`config.mk`:
```
export PLATFORM = sky130hd
export DESIGN_NAME = seg_display_ctrl
export DESIGN_NICKNAME = d
export VERILOG_FILES = /design/src/rtl/seg_display_ctrl.sv
export SDC_FILE = /design/constraint.sdc
export NUM_CORES = 1
export LEC_CHECK = 0
export CORE_MARGIN = 2
export CORE_UTILIZATION = 38
export CTS_CLUSTER_SIZE = 14
export DETAILED_ROUTE_END_ITERATION = 8
export PLACE_DENSITY = 0.74
export SETUP_SLACK_MARGIN = 0.1
export SYNTH_ARGS = -nofsm -noshare
export SYNTH_HDL_FRONTEND = slang
export SYNTH_SLANG_ARGS = --single-unit
```
`constraint.sdc`:
```
create_clock -name clk -period 2.3 [get_ports clk]
set_input_delay 0.23 -clock clk [delete_from_list [all_inputs] [get_ports clk]]
set_output_delay 0.23 -clock clk [all_outputs]
set_load 0.01 [all_outputs]
```
`src/rtl/seg_display_ctrl.sv`:
```
// Four-digit scanned seven-segment controller with CPU output-instruction capture
// and a req/ack debug takeover of the displayed value.
module seg_display_ctrl #(
  parameter int unsigned SCAN_DIV = 4,
  parameter bit          BLANK_LZ = 1'b0
) (
  input  logic        clk,
  input  logic        rst_n,
  input  logic        valid,
  input  logic [1:0]  op1,
  input  logic [3:0]  op3,
  input  logic [15:0] wr_data,
  input  logic        dbg_req,
  input  logic [15:0] dbg_data,
  output logic        dbg_ack,
  output logic [7:0]  seg,
  output logic [3:0]  an,
  output logic [15:0] shown
);

  localparam int unsigned DivW = (SCAN_DIV > 2) ? $clog2(SCAN_DIV) : 1;
  localparam logic [DivW-1:0] DivLast = DivW'(SCAN_DIV - 1);

  typedef enum logic {StCpu, StDbg} owner_e;

  owner_e          state_q, state_d;
  logic [15:0]     cpu_val_q;
  logic [DivW-1:0] div_q;
  logic [1:0]      digit_q;
  logic [7:0]      seg_q, seg_d;
  logic [3:0]      an_q, an_d;
  logic            wr, tc;
  logic [3:0]      nibble;
  logic            blank;

  assign wr = valid & (op1 == 2'b11) & (op3 == 4'b1101);
  assign tc = (div_q == DivLast);

  always_comb begin
    state_d = state_q;
    unique case (state_q)
      StCpu: if (dbg_req)  state_d = StDbg;
      StDbg: if (!dbg_req) state_d = StCpu;
      default: state_d = StCpu;
    endcase
  end

  assign shown   = (state_q == StDbg) ? dbg_data : cpu_val_q;
  assign dbg_ack = (state_q == StDbg);

  // Leading-zero test looks at the digit and everything above it.
  always_comb begin
    nibble = 4'h0;
    blank  = 1'b0;
    unique case (digit_q)
      2'd0: nibble = shown[3:0];
      2'd1: begin nibble = shown[7:4];   blank = (shown[15:4] == 12'h000); end
      2'd2: begin nibble = shown[11:8];  blank = (shown[15:8] == 8'h00);   end
      2'd3: begin nibble = shown[15:12]; blank = (shown[15:12] == 4'h0);   end
      default: ;
    endcase
  end

  always_comb begin
    seg_d = 8'h00;
    an_d  = 4'b1111;
    if (!tc) begin
      an_d = ~(4'b0001 << digit_q);
      if (!(BLANK_LZ && blank)) begin
        unique case (nibble)
          4'h0: seg_d = 8'hFC;
          4'h1: seg_d = 8'h60;
          4'h2: seg_d = 8'hDA;
          4'h3: seg_d = 8'hF2;
          4'h4: seg_d = 8'h66;
          4'h5: seg_d = 8'hB6;
          4'h6: seg_d = 8'hBE;
          4'h7: seg_d = 8'hE0;
          4'h8: seg_d = 8'hFE;
          4'h9: seg_d = 8'hF6;
          4'hA: seg_d = 8'hEE;
          4'hB: seg_d = 8'h3E;
          4'hC: seg_d = 8'h1A;
          4'hD: seg_d = 8'h7A;
          4'hE: seg_d = 8'h9E;
          4'hF: seg_d = 8'h8E;
          default: seg_d = 8'h00;
        endcase
      end
    end
  end

  always_ff @(posedge clk) begin
    if (!rst_n) begin
      state_q   <= StCpu;
      cpu_val_q <= 16'h0000;
      div_q     <= '0;
      digit_q   <= 2'd0;
      an_q      <= 4'b1110;
      seg_q     <= 8'hFC;
    end else begin
      state_q <= state_d;
      if (wr) cpu_val_q <= wr_data;
      if (tc) begin
        div_q   <= '0;
        digit_q <= digit_q + 2'd1;
      end else begin
        div_q <= div_q + 1'b1;
      end
      an_q  <= an_d;
      seg_q <= seg_d;
    end
  end

  assign seg = seg_q;
  assign an  = an_q;

endmodule

```
# [After elaboration in Yosys (flattened, before gate mapping)]
# Memories as Yosys holds them, arrays and structs flattened.
# Index checks and enable logic that the tools add are counted.
[totals] reg_bits=33 latch_bits=0 ramBits=0 mem_bits_ro=112 in_bits=42 out_inout_bits=29 mem_count=1
[memory_table] name="(name not given)" words=16 word_bits=7 read_ports=1 rd_ports_with_merged_regs=0 wr=0 line_no="70" source="unique case (nibble)"
[classes] n_addsub=2 multipliers=0 div_mod_pow=0 magnitude_cmp=0 eq_ne=6 shift=1 mux=5 bitwise=4 reduce_logical=2
[op_table] operator="$mux W16" count=1
[op_table] operator="$pmux W4 S4" count=1
[op_table] operator="$eq A2 B2 Y1 const B" count=4
[op_table] operator="$mux W8" count=1
[op_table] operator="$add A2 B1 Y2 const B" count=2
[op_table] operator="$eq A4 B4 Y1 const B" count=1
[op_table] operator="$not A4 Y4" count=1
[op_table] operator="$shl A1 B2 Y4 const A" count=1
[op_table] operator="$and A1 B1 Y1" count=2
[op_table] operator="$eq A2 B1 Y1 const B" count=1
[op_table] operator="$logic_not A2 Y1" count=1
[op_table] operator="$mux W1" count=2
[op_table] operator="$reduce_or A2 Y1" count=1
[op_table] operator="$not A1 Y1" count=1

# [Logic depth before layout (Yosys ltp)]
# An unclocked memory read counts as a cell.
[depth] depth_word=4 ltp_mapped=10

# [Worst setup path before layout]
# Ideal clock, no wire load.
[synth_path] kind="reg-to-reg" startpoint="register state_q (netlist: dbg_ack)" endpoint="register seg_q[4] (netlist: seg[4])" setup_ns=0.122 arrival_time_ns=2.297 required_time_ns=2.178 slack_ns=-0.119 path_stages_with_launch=10 path_buffers=2 path_cell_list="dfxtp_1 > buf_6 > buf_12 > mux2_2 > a222oi_1 > mux2_2 > ha_1 > inv_1 > o211a_1 > a221o_1"
[synth_via] elab_chain_cells=4
[synth_lines] item="start: declaration" line_no="26" source="owner_e state_q, state_d;"
[synth_lines] item="start signal: assignment" line_no="95" source="state_q <= StCpu;"
[synth_lines] item="start signal: assignment" line_no="102" source="state_q <= state_d;"
[synth_lines] item="$mux W16" line_no="48" source="assign shown = (state_q == StDbg) ? dbg_data : cpu_val_q;"
[synth_lines] item="via shown[12]" line_no="18" source="output logic [15:0] shown"
[synth_lines] item="$pmux W4 S4" line_no="55" source="unique case (digit_q)"
[synth_lines] item="$mem_v2 Z16 W7"
[synth_lines] item="$mux W8" line_no="67" source="if (!tc) begin"
[synth_lines] item="end signal: assignment" line_no="111" source="seg_q <= seg_d;"
[synth_lines] item="end: declaration" line_no="30" source="logic [7:0] seg_q, seg_d;"
# The timed path passes the listed nets, and every way through them passes these cells.
# A chain may end at the register's enable or synchronous reset.

# [Final worst setup path]
[layout_path] startpoint="register state_q (netlist: dbg_ack)" endpoint="register seg_q[4] (netlist: seg[4])"
[layout_via] elab_chain_cells=4
[layout_lines] item="$mux W16" line_no="48"
[layout_lines] item="$pmux W4 S4" line_no="55"
[layout_lines] item="$mem_v2 Z16 W7"
[layout_lines] item="$mux W8" line_no="67"
# No other way between the ends.

==> metrics.md <==
| Metric | Value |
|---|---|
| Data arrival, critical path | 2.34 ns |
| Rel. slew slack | 0.660 |
| Hold_sp | div_q[0]$_SDFF_PP0_ |
| Status | completed |
| Syn Inst Count | 167 |
| Routed vias/inst | 4.97 |
| Die area | 0.00502 mm² |
| Fillers | 375 |
| EDFF count, synth | 0 |
| Initial antenna violation count | 0 |
| Clock root cell | clkbuf_8 |
| RSZ-0062 raised after global routing | yes |
| Tcrit/Tclk final | 0.942 |
| IO Pins | 71 |
| Final ANT Viol Nets | 0 |
| Die X | 70.8 µm |
| DR pass1 iterations | 4 |
| Fin. Hold Viols | 0 |
| WP buf/inv | 2 |
| Clock Sinks | 32 |
| Wire per inst | 14.3 µm |
| Worst-Skew Late Latency | 0.28 ns |
| Reg2Reg Setup Slack | 0.13 ns |
| Port-buffer cells | 69 |
| Worst-path clk slew | 0.07 ns |
| Ranking of synthesized cells by area | dfxtp_1 (38%), mux2i_1 (14%), ha_1 (9.6%), mux2_2 (8.0%), nor2_1 (4.9%) |
| Crit Reg-Reg Endpoint | seg[4]$_SDFF_PN1_ |
| Max Freq | 461 MHz |
| CTS buffer count | 5 |
| Top delay family on crit path | multiplexers |
| Area Overhead vs Synth | 58.6% |
| Starting density of the core | 0.392 |
| Post-route setup TNS | 0 ns |
| Nature of the critical path startpoint | register |
| Minimum clock period | 2.17 ns |
| Worst Hold Class | register to register |
| Max Cap Viol | 0 |
| Placeable Area | 0.00432 mm² |
| Post-synth net total | 222 |
| Worst path cell trace | buf_6 -> mux2_4 -> a222oi_1 -> mux2_4 -> inv_6 -> ha_4 -> nand2_1 -> a221o_1 |
| Vias in the first global route | 1508 |
| DRC Markers | 0 |
| WHS Endpoint | div_q[0]$_SDFF_PP0_ |
| Final Skew | 0.00514 ns |
| Synth cell count leaders | dfxtp_1 (32), mux2i_1 (24), nor2_1 (22) |
| Wire length on met3 | 267 µm |
| Critical path required time | 2.47 ns |
| Count leader, synth | dfxtp_1 |
| CP peak stage delay | 0.41 ns |
| Leakage power total | 1.07 nW |
| Hpwl dp | 3290 µm |
| PwrDens | 511 mW/mm² |
| Reg-to-Reg Start | dbg_ack$_SDFF_PN0_ |
| Yosys cell types | 36 |
| Final setup violating endpoints | 0 |
| Share of cells above drive strength 1 | 0.225 |
| GR Overflow Total | 0 |
| Initial DRC count | 43 |
| CTS max path bufs | 2 |
| First-pass GRT wire length | 7040 µm |
| Synth Register Bits | 32 |
| Num rows | 24 |
| H-Tree Depth | 2 |
| Ant. Diodes | 0 |
| Peak VDD IR | 0.000319 V |
| CTS tree | yes |
| WL met2 | 2110 µm |
| Final WL | 4310 µm |
| Crit. End Element | register |
| Total power | 1.37 mW |
| Slew Limit Fails | 0 |
| Warnings from Yosys | 0 |
| Met1 WL | 1880 µm |
| Vias | 1495 |
| Die H | 70.8 µm |
| Post-Syn Area | 0.00170 mm² |
| FF-to-FF path depth | 8 |
| Async SR Flop Fraction | 0 |
| Mapped Avg Cell Area | 10.2 µm² |
| Top Metal Used | met4 |
| Area share of the leading cell type in the synthesized netlist | 0.378 |
| Most used cell, CP | mux2_4 |
| Critical Path Fanout Max | 6 |
| Slew @ Worst Pin | 0.509 ns |
| RePlAce Congestion | 0.821 |
| Top cell type by total area after synthesis | dfxtp_1 |
| Pin count of the biggest net entering global routing | 17 |
| Worst Setup Path Type | register to register |
| Slowest CP cell | dfxtp_4 |
| Total Routing Usage GR | 0.177 |
| Hold Path Stages | 1 |
| Nets | 303 |
| Sequential share of the synthesized area | 0.378 |
| Top_reg_cell synth | dfxtp_1 |
cells by family after synthesis:
kind of cell               after synthesis  share of synthesized area
adders and majority gates               13                     0.0959
muxes                                   40                      0.257
buffers and inverters                   21                     0.0649
and+or+nand+nor                         39                     0.0981
AOI/OAI and AO/OA                       20                     0.0996
other                                    1                    0.00221
DFF                                     32                      0.378
xor gates and xnor gates                 1                    0.00516
layout make-up:
| cell class | instances | area (µm²) | share of cell area |
|---|---|---|---|
| Sequential cell | 32 | 646 | 0.240 |
| Inverter | 12 | 50.0 | 0.0186 |
| Timing Repair Buffer | 83 | 816 | 0.303 |
| Clock inverter | 2 | 10.0 | 0.00372 |
| Tap cell | 52 | 65.1 | 0.0242 |
| Clock buffer | 6 | 82.6 | 0.0307 |
| Multi-Input combinational cell | 114 | 1020 | 0.380 |
power breakdown:
group / total, mW / switching, mW / internal (mW)
clock network: 0.441 / 0.203 / 0.238
logic: 0.342 / 0.135 / 0.207
registers: 0.591 / 0.0116 / 0.579
total: 1.37 / 0.349 / 1.02
metal layers:
| metal | GRT usage | up-vias |
|---|---|---|
| li1 | - | 738 |
| met1 | 0.220 | 698 |
| met2 | 0.299 | 51 |
| met3 | 0.0456 | 8 |
| met4 | 0.0566 | 0 |
| met5 | 0 | - |
worst max path at each step:
stage / startpoint / end / slack (ns) / cells past startpoint
final: dbg_ack$_SDFF_PN0_ / seg[4]$_SDFF_PN1_ / 0.13 / 8
after global routing: dbg_ack$_SDFF_PN0_ / seg[4]$_SDFF_PN1_ / 0.06 / 8
after CTS: dbg_ack$_SDFF_PN0_ / seg[6]$_SDFF_PN1_ / 0.12 / 8
after detailed placement: dbg_data[12] / seg[2]$_SDFF_PN1_ / -0.04 / 8
after global placement: dbg_data[12] / seg[4]$_SDFF_PN1_ / -0.03 / 8
after floorplan: dbg_ack$_SDFF_PN0_ / seg[4]$_SDFF_PN1_ / 0.06 / 9
worst register-to-register path, stage by stage (launching register included):
cell	delay [ns]
dfxtp_4	0.41
buf_6	0.14
mux2_4	0.31
a222oi_1	0.26
mux2_4	0.27
inv_6	0.05
ha_4	0.26
nand2_1	0.05
a221o_1	0.30
registers in the layout, indices dropped and copies added, names as in the netlist:
name	count
digit_q	2
an	4
dbg_ack	1
cpu_val_q	16
seg	7
div_q	2
cells in the final DEF, fill, tap and decap left out, types with 5 or more instances in the layout:
master	count
clkdlybuf4s50_1	69
dfxtp_1	30
mux2i_1	22
nor2_1	21
buf_4	11
inv_1	10
mux2_4	9
nand2_1	9
mux2_2	7
ha_1	6
clkbuf_8	6
ha_2	5
stage by stage:
step                hold WS, ns  utilization  instances  instance area, µm²  setup WS (ns)
floorplan                 0.301            -        167                1750         0.0570
global placement          0.417        0.586        290                2530        -0.0321
detailed placement        0.419        0.586        290                2530        -0.0362
CTS                       0.436        0.614        300                2660          0.117
global route              0.459        0.622        301                2690         0.0594
finish                    0.436        0.622        301                2690          0.132
repair_timing:
action,4_1_cts,5_1_grt
endpoints found under the setup margin,6,6
setup buffers,2,1
pin swaps,3,2
resized for setup,6,9
hold buffers,0,0
Power figures use the tool's default switching activity.
